[src/rtl/suma_mult_datapath_if.sv]
// Bundles the strobes and feedback registers exchanged between the
// sum-of-multiples control FSM (master) and its datapath (slave).
interface suma_mult_datapath_if #(
    parameter int W  = 32,
    parameter int CW = 16
);
    logic [CW-1:0] n;
    logic          Rt, Mt;
    logic          Rc, Mc;
    logic          Rq, Mq;
    logic          Rx, Mx;
    logic          Rcont;
    logic          b;
    logic [W-1:0]  T, C, Q, X;
    logic [CW-1:0] cont;
    logic [W-1:0]  result;
    logic          done;
    logic          ovf;

    modport master (
        output n, Rt, Mt, Rc, Mc, Rq, Mq, Rx, Mx, Rcont, b,
        input  T, C, Q, X, cont, result, done, ovf
    );

    modport slave (
        input  n, Rt, Mt, Rc, Mc, Rq, Mq, Rx, Mx, Rcont, b,
        output T, C, Q, X, cont, result, done, ovf
    );
endinterface

[src/rtl/suma_mult_datapath.sv]
// Datapath for the sum of multiples of 3 or 5 below n: keeps the T/C/Q
// partial sums, forms X = T + C - Q, and latches the result when b falls.
module suma_mult_datapath #(
    parameter int W  = 32,
    parameter int CW = 16
) (
    input  logic               clk,
    input  logic               rst_n,
    suma_mult_datapath_if.slave bus
);
    logic [W-1:0]  t_q, c_q, q_q, x_q, result_q;
    logic [CW-1:0] cont_q;
    logic          done_q, ovf_q, b_q;

    logic [W-1:0]  k, term3, term5, term15, n_w;
    logic [W:0]    sum_t, sum_c, sum_q, tc;
    logic          add_t, add_c, add_q, load_x, borrow;
    logic          start_clr, set_ovf, finish;

    // Terms use the counter value before this cycle's increment.
    always_comb begin
        k      = W'(cont_q) + W'(1);
        term3  = k * W'(3);
        term5  = k * W'(5);
        term15 = k * W'(15);
        n_w    = W'(bus.n);

        add_t  = !bus.Rt && bus.Mt && (term3  < n_w);
        add_c  = !bus.Rc && bus.Mc && (term5  < n_w);
        add_q  = !bus.Rq && bus.Mq && (term15 < n_w);
        load_x = !bus.Rx && bus.Mx;

        sum_t  = {1'b0, t_q} + {1'b0, term3};
        sum_c  = {1'b0, c_q} + {1'b0, term5};
        sum_q  = {1'b0, q_q} + {1'b0, term15};
        tc     = {1'b0, t_q} + {1'b0, c_q};
        borrow = tc < {1'b0, q_q};

        start_clr = bus.Rt && bus.Rc && bus.Rq && bus.Rx;
        set_ovf   = (add_t && sum_t[W]) || (add_c && sum_c[W]) ||
                    (add_q && sum_q[W]) || (load_x && borrow);
        finish    = b_q && !bus.b;
    end

    // Partial sums, final register and loop counter.
    always_ff @(posedge clk or negedge rst_n) begin
        if (!rst_n) begin
            t_q    <= '0;
            c_q    <= '0;
            q_q    <= '0;
            x_q    <= '0;
            cont_q <= '0;
        end else begin
            if (bus.Rt)     t_q <= '0;
            else if (add_t) t_q <= sum_t[W-1:0];

            if (bus.Rc)     c_q <= '0;
            else if (add_c) c_q <= sum_c[W-1:0];

            if (bus.Rq)     q_q <= '0;
            else if (add_q) q_q <= sum_q[W-1:0];

            if (bus.Rx)      x_q <= '0;
            else if (load_x) x_q <= t_q + c_q - q_q;

            if (bus.Rcont) cont_q <= cont_q + CW'(1);
            else           cont_q <= '0;
        end
    end

    // Completion and the sticky overflow flag; a start-of-run clear beats any set.
    always_ff @(posedge clk or negedge rst_n) begin
        if (!rst_n) begin
            result_q <= '0;
            done_q   <= 1'b0;
            ovf_q    <= 1'b0;
            b_q      <= 1'b0;
        end else begin
            b_q    <= bus.b;
            done_q <= finish;
            if (finish) result_q <= x_q;

            if (start_clr)    ovf_q <= 1'b0;
            else if (set_ovf) ovf_q <= 1'b1;
        end
    end

    assign bus.T      = t_q;
    assign bus.C      = c_q;
    assign bus.Q      = q_q;
    assign bus.X      = x_q;
    assign bus.cont   = cont_q;
    assign bus.result = result_q;
    assign bus.done   = done_q;
    assign bus.ovf    = ovf_q;
endmodule
[src/flat_wrapper.sv]
// flat-port wrapper written by rule: the top's interface ports become plain ports
module suma_mult_datapath_flat 
#(
    parameter int W  = 32,
    parameter int CW = 16
)
  (clk, rst_n, bus_n, bus_Rt, bus_Mt, bus_Rc, bus_Mc, bus_Rq, bus_Mq, bus_Rx, bus_Mx, bus_Rcont, bus_b, bus_T, bus_C, bus_Q, bus_X, bus_cont, bus_result, bus_done, bus_ovf);
  suma_mult_datapath_if #(.W(W), .CW(CW)) bus_i ();
  input  logic clk;
  input  logic rst_n;
  input wire logic [$bits(bus_i.n)-1:0] bus_n;
  input wire logic [$bits(bus_i.Rt)-1:0] bus_Rt;
  input wire logic [$bits(bus_i.Mt)-1:0] bus_Mt;
  input wire logic [$bits(bus_i.Rc)-1:0] bus_Rc;
  input wire logic [$bits(bus_i.Mc)-1:0] bus_Mc;
  input wire logic [$bits(bus_i.Rq)-1:0] bus_Rq;
  input wire logic [$bits(bus_i.Mq)-1:0] bus_Mq;
  input wire logic [$bits(bus_i.Rx)-1:0] bus_Rx;
  input wire logic [$bits(bus_i.Mx)-1:0] bus_Mx;
  input wire logic [$bits(bus_i.Rcont)-1:0] bus_Rcont;
  input wire logic [$bits(bus_i.b)-1:0] bus_b;
  output wire logic [$bits(bus_i.T)-1:0] bus_T;
  output wire logic [$bits(bus_i.C)-1:0] bus_C;
  output wire logic [$bits(bus_i.Q)-1:0] bus_Q;
  output wire logic [$bits(bus_i.X)-1:0] bus_X;
  output wire logic [$bits(bus_i.cont)-1:0] bus_cont;
  output wire logic [$bits(bus_i.result)-1:0] bus_result;
  output wire logic [$bits(bus_i.done)-1:0] bus_done;
  output wire logic [$bits(bus_i.ovf)-1:0] bus_ovf;
  assign bus_i.n = bus_n;
  assign bus_i.Rt = bus_Rt;
  assign bus_i.Mt = bus_Mt;
  assign bus_i.Rc = bus_Rc;
  assign bus_i.Mc = bus_Mc;
  assign bus_i.Rq = bus_Rq;
  assign bus_i.Mq = bus_Mq;
  assign bus_i.Rx = bus_Rx;
  assign bus_i.Mx = bus_Mx;
  assign bus_i.Rcont = bus_Rcont;
  assign bus_i.b = bus_b;
  assign bus_T = bus_i.T;
  assign bus_C = bus_i.C;
  assign bus_Q = bus_i.Q;
  assign bus_X = bus_i.X;
  assign bus_cont = bus_i.cont;
  assign bus_result = bus_i.result;
  assign bus_done = bus_i.done;
  assign bus_ovf = bus_i.ovf;
  suma_mult_datapath #(.W(W), .CW(CW)) u_core (.clk(clk), .rst_n(rst_n), .bus(bus_i));
endmodule
[config.mk]
export PLATFORM = sky130hd
export DESIGN_NAME = suma_mult_datapath_flat
export DESIGN_NICKNAME = d
export VERILOG_FILES = /design/src/rtl/suma_mult_datapath_if.sv /design/src/rtl/suma_mult_datapath.sv /design/src/flat_wrapper.sv
export SDC_FILE = /design/constraint.sdc
export NUM_CORES = 1
export LEC_CHECK = 0
export BUFFER_PORTS_ARGS = -buffer_cell sky130_fd_sc_hd__buf_2
export CAP_MARGIN = 10
export CORE_UTILIZATION = 55
export CTS_CLUSTER_DIAMETER = 200
export DETAILED_ROUTE_END_ITERATION = 12
export GPL_ROUTABILITY_DRIVEN = 0
export PLACE_DENSITY = 0.84
export SLEW_MARGIN = 0
export SYNTH_ARGS = -nofsm -noshare
export SYNTH_HDL_FRONTEND = slang
export SYNTH_SLANG_ARGS = --single-unit
[constraint.sdc]
create_clock -name clk -period 10.8 [get_ports clk]
set_clock_uncertainty 0.1 [all_clocks]
set_input_delay 3.24 -clock clk [delete_from_list [all_inputs] [get_ports clk]]
set_output_delay 3.24 -clock clk [all_outputs]
set_load 0.01 [all_outputs]
======== Yosys cells after proc, flatten, opt, wreduce, memory -nomap -nowiden ========
Cells that the tools add are included.
storage, ports and cells
  register bits after elaboration ......... 179
  input port bits ......................... 28
  output and inout port bits .............. 178
  logic and storage cells ................. 63
operators by class
  $add $sub $neg .......................... 8
  multipliers ............................. 3
  magnitude comparators ................... 4
  multiplexer cells ....................... 11
  reduce and logical (&&, ||, !) cells .... 28
operator list
  kind                                                                  number
  32-bit 2-to-1 mux                                                     8
  32-bit by 32-bit adder with 33-bit output                             4
  32-bit by 16-bit less-than comparator with 1-bit output               3
  33-bit by 32-bit less-than comparator with 1-bit output               1
  32-bit adder                                                          1
  32-bit by 2-bit multiplier with 32-bit output, second input constant  1
  32-bit by 3-bit multiplier with 32-bit output, second input constant  1
  32-bit by 4-bit multiplier with 32-bit output, second input constant  1
  32-bit subtractor                                                     1
  16-bit by 1-bit adder with 17-bit output, second input constant       1
  16-bit by 1-bit adder with 16-bit output, second input constant       1
  16-bit 2-to-1 mux                                                     1
  1-bit logical AND                                                     15
  2-bit nonzero test                                                    5
  1-bit zero test                                                       5
  1-bit logical OR                                                      3
  1-bit 2-to-1 mux                                                      2

======== Longest topological paths before layout ========
Gate-level depths: netlist of run 1.
  depth after elaboration ................. 10
  mapped depth ............................ 30

======== Worst setup path after synthesis of run 1 ========
OpenSTA, ideal clock, no wires.
  path type ............................... flip-flop to flip-flop
  from .................................... register u_core.cont_q[1], in the netlist u_core.bus.cont[1]
  to ...................................... register u_core.q_q[31], in the netlist u_core.bus.Q[31]
  library setup time ...................... 0.078 ns
  arrival time ............................ 6.349 ns
  data required time ...................... 10.622 ns
  path slack .............................. 4.273 ns
  stages on the path, launching flop included .. 26
  buffers on the path ..................... 0
  cells stage by stage .................... dfrtp_1 ha_1 nand3_2 or4_1 xor2_1 xnor2_1 inv_1 ha_1 inv_1 fa_1 inv_1 ha_1 and4_1 o21a_1 a41o_1 a211oi_1 xnor2_1 ha_1 nand4_1 nor4_1 a211o_1 a211o_1 nor4b_4 nand2_1 or3_1 a21oi_1
between the ends
  longest elaborated chain between the ends .. 5
  elaborated cells between the ends (all ways) .. 8
  classes of those cells .................. add/sub (2); mul (1); order compare (1); mux (2); reduce/logical (2)
RTL lines
  what                                                                                                                         line                                                text
  start: declaration                                                                                                           suma_mult_datapath.sv:12                            logic [CW-1:0] cont_q;
  start signal: assignment                                                                                                     suma_mult_datapath.sv:66                            if (bus.Rcont) cont_q <= cont_q + CW'(1);
  16-bit by 1-bit adder with 17-bit output *                                                                                   suma_mult_datapath.sv:22                            k = W'(cont_q) + W'(1);
  32-bit by 4-bit multiplier with 32-bit output *                                                                              suma_mult_datapath.sv:25                            term15 = k * W'(15);
  32-bit by 32-bit adder with 33-bit output / 32-bit by 16-bit less-than comparator with 1-bit output (equally long branches)  suma_mult_datapath.sv:35, suma_mult_datapath.sv:30
  32-bit 2-to-1 mux / 1-bit logical AND (equally long branches)                                                                suma_mult_datapath.sv:61, suma_mult_datapath.sv:30
  32-bit 2-to-1 mux / 2-bit nonzero test (equally long branches)                                                               -
  end signal: assignment                                                                                                       suma_mult_datapath.sv:61                            else if (add_q) q_q <= sum_q[W-1:0];
  end: declaration                                                                                                             suma_mult_datapath.sv:11                            logic [W-1:0] t_q, c_q, q_q, x_q, result_q;
Every way passes the cells marked *; elsewhere a longest branch is shown, timed or not. The select of a mux whose other input is x is not followed.
A chain may end at the register's enable or synchronous reset.

======== Worst setup path in the final report of run 1 ========
  from .................................... register u_core.cont_q[0], in the netlist u_core.bus.cont[0]
  to ...................................... register u_core.q_q[31], in the netlist u_core.bus.Q[31]
Same word-level chain as after synthesis.

==> results.md, run 1 <==
* Status: complete, no violations
* Final period demand of the worst path at just under 8 ns
* Synth warn at 0
* #FFs+latches synth at 179
* Total Routing Usage GR at 0.302
* Critical Path Sink Type: flip-flop
* CTS root buf: clkbuf_16
* Buffers plus inverters on the worst setup path at 4
* Cell Area, Synth at ~20,000 um^2
* Slew Limit Fails at 0
* Fmax at 0.128 GHz
* Class of the most critical setup path: flip-flop to flip-flop
* CP arrival at between 8 and 9 ns
* Post-CTS Resized at 0
* Async SR Flop Fraction at 1.00
* Max VDD drop at 151 uV
* Pin count of the biggest net entering global routing at 105
* Vias in the first global route at 17,400
* Post-route setup TNS at 0 ns
* CP startpoint kind: flip-flop
* Slowest stage cell, crit path: dfrtp_1
* Worst hold slack at 0.401 ns
* Final Power at 2730 uW
* Period utilization at 0.726
* I/O pin total at 206
* Die area at 36,600 um^2
* Wire length per cell at 18.7 um
* Die width at 191 um
* Core area at 35,400 um^2
* Post-synthesis net count at 2,620
* CTS tree: yes
* CP max stage delay at 0.69 ns
* Post-synth cell types at 100
* HP Class: flip-flop to flip-flop
* Critical path's top delay family: simple AND/OR/NAND/NOR gates
* Cell row count at 69
* Hold_buf cts at 0
* Pre-CTS WS at 3.09 ns
* Slew headroom at 0.258
* Area grow syn2layout at 10.2%
* Final setup viols at 0
* Synthesized area per cell at about 8.6 um^2
* Max-cap violation count at 0
* Fin. Hold Viols at 0
* Setup ws final at 2.96 ns
* Synthesized instance count at 2,282
* Vias per cell at 6.13
* RSZ-0062 raised after global routing: no
* Pwr dens at 125 nW/um^2
* Die height at between 150 and 200 um
* Seq/Total Area, Yosys at 0.227
* H-tree depth at 4
* Number of diodes at 0
* Drc violations at 0
* Initial core utilization at 0.557
* PortBufs at just over 200
* Critical Path Fanout Max at 46
* Final wirelength at 54.7 mm
* Initial DRC Count at between 1,000 and 1,500
* Main flop type after synthesis: dfrtp_1
* Clk Latency, worst-skew pair at 0.46 ns
* Worst Path Required at 11.08 ns
* Vias at ~18,000
* Top cell by count, worst path: ha_1
* Pre-antenna DRT Iters at 5
* Setup Buffers After CTS at 0
* Nets at 2,798
* Clock Sink Count at 179
* Share of cells above drive strength 1 at 0.136
* Overflow after GRT at 0
* Static Leak at between 0.01 and 0.015 uW
* Num CTS Buffers at 17
* Clock transition at the registers of the reported paths at 0.07 ns
* EDFF count, synth at 0
* Placed wire-length estimate at 44.4 mm
* Antenna viol nets, final at 0
* First-pass GRT wire length at 87.9 mm
* Worst slew pin tran at 1.11 ns
* Initial antenna violation count at 0
* Clk buf depth at 2
## state kept, by name (all words and copies together), names as in the netlist
register and cells:
u_core.b_q 1, u_core.bus.C 32, u_core.bus.Q 32, u_core.bus.T 32, u_core.bus.X 32, u_core.bus.cont 16
u_core.bus.done 1, u_core.bus.ovf 1, u_core.bus.result 32
## worst paths after layout
kind                                        from  slack [ns]  depth (start not counted)                    end
max in group asynchronous                  rst_n        6.17                          2       u_core.bus.C[18]
min reg2reg                u_core.bus.result[22]        0.40                          1  u_core.bus.result[22]
max reg2reg                   u_core.bus.cont[0]        2.96                         26       u_core.bus.Q[31]
max                           u_core.bus.cont[0]        2.96                         26       u_core.bus.Q[31]
min in group asynchronous                  rst_n        2.78                          1  u_core.bus.result[29]
min                        u_core.bus.result[22]        0.40                          1  u_core.bus.result[22]
## routing by layer
metal,share of wire,global-route usage,up-vias,routed length [um]
li1,-,-,8456,-
met1,0.43,0.397,8632,23300
met2,0.46,0.505,791,25400
met3,0.078,0.0364,112,4250
met4,0.033,0.118,0,1790
met5,0,0,-,0
## per-stage QoR
| step | utilization | std cells | area (um^2) |
|---|---|---|---|
| 5_1_grt | 0.614 | 2933 | 21700 |
| 3_3_place_gp | 0.598 | 2902 | 21200 |
| 4_1_cts | 0.614 | 2933 | 21700 |
| 2_1_floorplan | - | 2282 | 19700 |
| 3_5_place_dp | 0.598 | 2902 | 21200 |
| 6_report | 0.614 | 2933 | 21700 |
## worst reg2reg max path: stages, from the launching register on
cell	delay, ns
dfrtp_1	0.69
ha_1	0.39
nand3_2	0.21
or4_1	0.59
xor2_1	0.55
xnor2_1	0.29
inv_1	0.10
ha_1	0.28
inv_1	0.05
fa_1	0.49
inv_1	0.04
ha_1	0.36
and4_1	0.20
o21a_1	0.11
a41o_1	0.23
a211oi_1	0.28
xnor2_1	0.20
ha_1	0.29
nand4_1	0.12
nor4_1	0.07
a211o_1	0.31
a211o_1	0.27
nor4b_4	0.25
buf_4	0.46
nand2_1	0.24
or3_1	0.40
a21oi_1	0.16
## placed cells by master (no fill, tap or decap), types with 41 or more instances in the layout
master   netlist  layout
inv_1        258     258
xor2_1        54      54
xnor2_1      130     130
ha_1         256     256
mux2_2        41      41
nand2_1      120     120
dfrtp_1      179     179
o21ai_0      120     120
buf_2          8     204
a21oi_1      165     165
nor2_1       145     145
nor3_1        43      43
fa_1          54      54
nand3_1       53      53
a21o_1        91      91
## cells in the mapped netlist, drive strengths merged (11+ instances only)
master	number	area (um^2)
xnor2	134	1210
or3	17	111
a211oi	22	178
nor3	44	231
a21o	91	683
or2	11	68.8
xor2	55	489
buf	15	88.8
inv	262	983
a221o	11	111
nor4	11	68.8
a211o	11	96.3
a31oi	15	93.8
nand3b	28	210
and4	13	116
and3	24	155
o21ai	123	616
o211ai	12	90.1
o31ai	32	259
o21bai	25	199
clkbuf	43	161
nand3	55	293
nand4	23	174
and2	24	155
dfrtp	179	4480
ha	256	3200
nand2b	29	181
fa	54	1080
mux2i	30	300
nor2b	32	200
mux2	42	473
nand2	121	457
a21oi	166	842
nor2	147	567
o21a	28	210
## cells by family (layout without fill, tap and decap cells)
kind of cell / Yosys count / count (layout) / synth area share
flip-flops: 179 / 179 / 0.227
adder cells (fa/ha/maj): 317 / 317 / 0.221
multiplexers: 72 / 72 / 0.0392
XOR/XNOR: 189 / 189 / 0.0864
AO/OA/AOI/OAI: 604 / 604 / 0.203
buffers and inverters: 322 / 512 / 0.0629
AND/OR/NAND/NOR: 599 / 599 / 0.161
## report_power, final
part	internal [uW]	switching, uW	leakage (uW)
Combinational	567	671	0.00881
Clock	323	283	0.000269
Sequential	784	99.3	0.00243
## area by class of cell
type / count / area [um^2]
clock buffer: 19 / 443
clock inverter: 12 / 109
fill: 3005 / 13700
inverter: 264 / 991
multi-input combinational: 1781 / 14000
sequential: 179 / 4480
tap: 461 / 577
timing repair buffer: 217 / 1120
(Power assumes the default switching activity.)
==> run 2, diff against run 1 <==
- PLACE_DENSITY: 0.84 -> 0.87
- clock period: 10.8 -> 6.6 ns (I/O delays scaled with it)
==> run 2 against run 1 <==
Net effect:
- the run now ends with design-rule violations left
- sequential cell count unchanged
- worst hold slack got worse by 0.0027 ns
- non-clock buffer count increased by 51
- largest power group unchanged
==> results.md, run 2 (synthesized netlist as in run 1, its figures left out) <==
* Cell row count at 69 (unchanged)
* Reg-to-Reg End: u_core.bus.Q[15]
* Internal power at 2840 uW (+70%)
* Flop-to-flop setup slack at 0.17 ns (-2.79 ns)
* R2R depth at 29 (+12%)
* Die area at 36,600 um^2 (unchanged)
* Fin. Hold Viols at 0 (unchanged)
* Clock Sink Count at 179 (unchanged)
* Flop pwr share at 0.310 (-0.014)
* H-tree depth at 4 (unchanged)
* CP max stage delay at 0.50 ns (-0.19 ns)
* Overflow after GRT at 0 (unchanged)
* Clock transition at the registers of the reported paths at 0.08 ns (about the same)
* Pre-CTS WS at -0.0631 ns (-3.15 ns)
* Total Routing Usage GR at 0.305 (+0.00260)
* Clk Latency, worst-skew pair at 0.46 ns (about the same)
* Failing checks: design-rule violations
* Vias at 18,500 (+2.7%)
* Num CTS Buffers at 17 (unchanged)
* Pwr dens at 205 nW/um^2 (+64%)
* Cells after DPL at 2,931 (+1.0%)
* Worst slew pin tran at 1.11 ns (-0.00489 ns)
* Nets at 2,849 (+1.8%)
* Logic pwr share at 0.449 (-0.005)
* Setup ws final at 0.166 ns (-2.79 ns)
* Vias in the first global route at 17,400 (+0.37%)
* Critical Path Sink Type: flip-flop
* PortBufs at 205 (unchanged)
* CP startpoint kind: flip-flop
* Initial DRC Count at 1,535 (+16%)
* Post-route insts no fill at 2,984 (+1.7%)
* Most common cell after layout, fill and taps aside: inv_1
* Min-delay src: u_core.bus.result[7]
* Max-cap violation count at 0 (unchanged)
* HP Class: flip-flop to flip-flop
* Core area at 35,400 um^2 (unchanged)
* Slew headroom at 0.261 (+0.00326)
* CP arrival at 6.65 ns (-1.47 ns)
* Clock network fraction of total power at 0.241 (+0.019)
* Area grow syn2layout at 14.2%
* Antenna viol nets, final at 0 (unchanged)
* Final wirelength at 57.1 mm (+4.3%)
* Switching Fraction at 0.386 (about the same)
* Multi-input combinational cell area at 14,300 um^2 (+1.9%)
* CTS tree: yes
* Die height at 191 um (unchanged)
* Share of cells above drive strength 1 at 0.172 (+0.0361)
* Wire length per cell at 19.1 um (+2.5%)
* Slew Limit Fails at 0 (unchanged)
* Vias per cell at 6.19 (+0.93%)
* Clk buf depth at 2 (unchanged)
* Class of the most critical setup path: flip-flop to flip-flop
* Worst Path Required at 6.82 ns (-4.26 ns)
* # fillers at 2,711 (-9.8%)
* Design area at 22,500 um^2 (+3.7%)
* Number of diodes at 0 (unchanged)
* Static Leak at 0.0119 uW (+3.1%)
* Initial antenna violation count at 0 (unchanged)
* Worst r2r src: u_core.bus.cont[0]
* Sw power at 1790 uW (+70%)
* I/O pin total at 206 (unchanged)
* Critical Path Fanout Max at 9 (-80%)
* Max VDD drop at 258 uV (+71%)
* Hold Path Sink: u_core.bus.result[7]
* Drc violations at 1 (+1)
* Hold path depth at 1 (unchanged)
* Die width at 191 um (unchanged)
* Hold_buf cts at 0 (unchanged)
* Fmax at 0.155 GHz (+22%)
* Placed wire-length estimate at 44.4 mm (+0.10%)
* Core Util, Final at 0.637 (+0.0227)
* Final period demand of the worst path at 6.43 ns (-1.41 ns)
* Initial core utilization at 0.557 (unchanged)
* First-pass GRT wire length at 88.6 mm (+0.79%)
* Most frequent cells in the layout: inv_1 (257), ha_1 (249), buf_2 (204)
* Pre-antenna DRT Iters at 10 (+5)
* Period utilization at 0.975 (+0.249)
* Storage element area at 4480 um^2 (+0.11%)
* Pin count of the biggest net entering global routing at 180 (+71%)
* Status: finished, violations left
* Post-place instance area at 21,400 um^2 (+1.1%)
* CTS root buf: clkbuf_16
* Slowest stage cell, crit path: fa_1
* Final setup viols at 0 (unchanged)
[run 2: changes by cell type in the layout (fill, tap and decap cells not counted), sizes merged]
cell / previous run / this run
buf: 217 / 266
clkinv: 9 / 5
inv: 264 / 268
bufinv: 1 / 3
[run 2: timing repair]
item	in CTS	in global routing
gates resized for setup	8	52
cloned	0	2
pin swaps	0	9
setup endpoints to repair	3	52
buffers inserted	0	20
[run 2: power by group through the flow]
stage / Combinational [uW] / Clock, uW / Sequential (uW)
floorplan: 1370 / 0 / 1510
global placement: 1950 / 0 / 1440
detailed placement: 2030 / 0 / 1460
CTS: 2040 / 1120 / 1440
global route: 2300 / 1160 / 1470
finish: 2080 / 1120 / 1440
[run 2: worst max-delay path: cells and delay by family (launching register included)]
| family | cells | cell delay (ns) |
|---|---|---|
| compound gates | 9 | 1.78 |
| xor+xnor | 2 | 0.29 |
| fa+ha+maj | 4 | 1.40 |
| buf+inv | 6 | 0.87 |
| flops | 1 | 0.42 |
| mux | 1 | 0.20 |
| simple gates | 7 | 1.20 |
[run 2: final cells by class]
cell class                 count  share of cell area
sequential                   179               0.199
clock buffer                  17              0.0189
clock inverter                14             0.00860
inverter                     264              0.0441
multi-input combinational   1781               0.634
timing repair buffer         268              0.0701
tap                          461              0.0256
[run 2: how the worst max path moves through the flow]
stage	startpoint	end	slack [ns]	cells after the start
finish	u_core.bus.cont[0]	u_core.bus.Q[15]	0.17	29
global route	u_core.bus.cont[0]	u_core.bus.Q[11]	-0.1	32
CTS	u_core.bus.cont[0]	u_core.bus.Q[31]	-0.05	28
detailed placement	u_core.bus.cont[0]	u_core.bus.Q[31]	-0.06	26
global placement	u_core.bus.cont[0]	u_core.bus.Q[31]	0.19	28
floorplan	u_core.bus.cont[1]	u_core.bus.Q[31]	0.07	25
[run 2: through the flow]
stage	power, uW	hold slack [ns]	setup TNS [ns]
5_1_grt	4930	0.422	-0.774
6_report	4630	0.398	0
3_5_place_dp	3490	0.390	-0.0631
2_1_floorplan	2880	0.446	0
3_3_place_gp	3390	0.383	0
4_1_cts	4600	0.406	-0.0493
[run 2: layer usage]
metal,global-route usage,share of wire,vias to the layer above,wire length (um)
met5,0,0,-,0
met4,0.115,0.038,0,2170
met3,0.0545,0.090,169,5150
met2,0.500,0.46,934,26500
met1,0.398,0.41,8827,23300
li1,-,-,8544,-
==> run 3, diff against run 2 <==
- CORE_ASPECT_RATIO: default -> 1.25
- CORE_MARGIN: default -> 5
==> run 3 against run 2 <==
Net effect:
- core utilization down 0.61 points
- cell area down 0.80%
- highest routed layer unchanged
- the run now ends clean
- first-iteration DRC count down 13%
- largest cell class unchanged
- worst setup slack worse by 0.018 ns
- die area up 8.6%
- combinational power about the same
- critical path type unchanged
- non-clock buffer count down 4
==> results.md, run 3 (synthesized netlist as in run 1, its figures left out) <==
* Cell row count at 77 (+12%)
* CP startpoint kind: flip-flop
* Slew Limit Fails at 0 (unchanged)
* Initial antenna violation count at 0 (unchanged)
* # fillers at 2,877 (+6.1%)
* Worst Path Required at 6.84 ns (+0.02 ns)
* Vias in the first global route at 18,300 (+4.8%)
* Die width at 179 um (-6.3%)
* Max VDD drop at 163 uV (-37%)
* Fmax at 0.155 GHz (-0.28%)
* Final setup viols at 0 (unchanged)
* Post-place instance area at 21,600 um^2 (+0.64%)
* Clock Sink Count at 179 (unchanged)
* Flop-to-flop setup slack at 0.15 ns (-0.02 ns)
* CP cell instances: ha_1 -> buf_4 -> and3_4 -> xnor2_4 -> inv_2 -> ha_1 -> fa_1 -> a211oi_1 -> o21ai_0 -> o21ai_0 -> o21ai_0 -> xor2_1 -> ha_1 -> a211oi_1 -> nand2_1 -> a21oi_1 -> o211ai_1 -> or4_4 -> nor3_1 -> buf_4 -> nand3_1 -> mux2i_1
* Overflow after GRT at 0 (unchanged)
* Clk buf depth at 2 (unchanged)
* Critical Path Fanout Max at 6 (-3)
* Total Routing Usage GR at 0.277 (-0.0277)
* Final wirelength at 57.2 mm (+0.22%)
* Antenna viol nets, final at 0 (unchanged)
* Met3 WL at 4.08 mm (-21%)
* Pwr dens at 205 nW/um^2 (-0.32%)
* Fin. Hold Viols at 0 (unchanged)
* Clk Latency, worst-skew pair at 0.46 ns (about the same)
* Drc violations at 0 (-1)
* Post-route setup TNS at 0 ns (unchanged)
* Placed wire-length estimate at 45.8 mm (+3.1%)
* Multi-input combinational cell area at 14,200 um^2 (-0.78%)
* Setup ws final at 0.148 ns (-0.0182 ns)
* Slew headroom at 0.408 (+0.147)
* Number of diodes at 0 (unchanged)
* Initial DRC Count at 1,341 (-13%)
* CP max stage delay at 0.50 ns (about the same)
* Status: complete, no violations
* Nets at 2,845 (-0.14%)
* Worst slew pin tran at 0.886 ns (-0.223 ns)
* H-tree depth at 4 (unchanged)
* Initial core utilization at 0.557 (-0.000905)
* Hold_buf cts at 0 (unchanged)
* First-pass GRT wire length at 91.9 mm (+3.7%)
* Slowest stage cell, crit path: fa_1
* CTS root buf: clkbuf_16
* Class of the most critical setup path: flip-flop to flip-flop
* Most common cell after layout, fill and taps aside: inv_1
* Period utilization at 0.978 (+0.00276)
* Final Power at 4580 uW (-1.1%)
* Storage element area at 4480 um^2 (about the same)
* Top sig layer: met4
* Clock transition at the registers of the reported paths at 0.07 ns (about the same)
* Die area at 39,800 um^2 (+8.6%)
* Pre-antenna DRT Iters at 6 (-4)
* Pre-CTS WS at 0.0426 ns (+0.106 ns)
* Share of cells above drive strength 1 at 0.163 (-0.00932)
* WL met2 at 27.5 mm (+3.8%)
* CTS tree: yes
* HP Class: flip-flop to flip-flop
* Wire length per cell at 19.1 um (-0.12%)
* Critical Path Sink Type: flip-flop
* Die height at 222 um (+16%)
* Design area at 22,400 um^2 (-0.80%)
* CP arrival at 6.69 ns (+0.04 ns)
* Vias at 18,400 (-0.51%)
* Vias per cell at 6.14 (-0.85%)
* Pin count of the biggest net entering global routing at 95 (-47%)
* Final period demand of the worst path at 6.45 ns (+0.0182 ns)
* Most frequent cells in the layout: inv_1 (258), ha_1 (251), buf_2 (204)
* Core area at 35,500 um^2 (+0.16%)
* PortBufs at 205 (unchanged)
* I/O pin total at 206 (unchanged)
* M1 WL at 22.5 mm (-3.6%)
* Num CTS Buffers at 17 (unchanged)
* Area grow syn2layout at 13.3%
* Max-cap violation count at 0 (unchanged)
* Static Leak at 0.0118 uW (-0.66%)
[run 3: cell types whose count changed in the layout (fill, tap and decap cells not counted), moves of 4 or more]
cell	delta
buf_6	-4
xnor2_1	+7
xnor2_2	-5
ha_2	-4
[run 3: final cells by class]
class | count | share of cell area
Clock buffer | 19 | 0.0198
Clock inverter | 13 | 0.00671
Inverter | 264 | 0.0445
Multi-Input combinational cell | 1781 | 0.634
Sequential cell | 179 | 0.200
Tap cell | 474 | 0.0265
Timing Repair Buffer | 264 | 0.0682
[run 3: path summary, 6_finish.rpt]
path                       cells after the start                  from                   end
max                                           22    u_core.bus.cont[0]      u_core.bus.C[27]
min                                            1  u_core.bus.result[7]  u_core.bus.result[7]
max reg2reg                                   22    u_core.bus.cont[0]      u_core.bus.C[27]
min reg2reg                                    1  u_core.bus.result[7]  u_core.bus.result[7]
max in group asynchronous                      2                 rst_n       u_core.bus.X[2]
min in group asynchronous                      1                 rst_n      u_core.bus.T[29]
[run 3: routing by layer]
layer	vias up	GRT usage
li1	8527	-
met1	8735	0.340
met2	886	0.471
met3	231	0.0451
met4	0	0.141
met5	-	0
[run 3: repair_timing]
item                                    CTS  global route
endpoints found under the hold margin     0             0
endpoints found under the setup margin    0            44
buffers inserted                          0             2
gates resized for setup                   0            32
[run 3: per-stage QoR]
stage                     hold slack [ns]  std cells  utilization
after floorplan                     0.446       2282            -
after global placement              0.383       2959        0.608
after detailed placement            0.390       2959        0.608
after CTS                           0.405       2991        0.625
after global routing                0.412       2994        0.631
final                               0.400       2994        0.631
[run 3: critical path: cells and delay by family, from the launching register on]
family / cells / cell delay (ns)
muxes: 1 / 0.14
AOI/OAI and AO/OA: 7 / 1.81
xor gates and xnor gates: 2 / 0.64
buffers and inverters: 3 / 0.49
DFF: 1 / 0.42
adders and majority gates: 4 / 1.44
and+or+nand+nor: 5 / 1.28
[run 3: report_power, final]
part           internal [uW]  switching, uW  leakage [uW]
clock                    575            490      0.000290
combinational            952           1130       0.00907
sequential              1280            151       0.00242
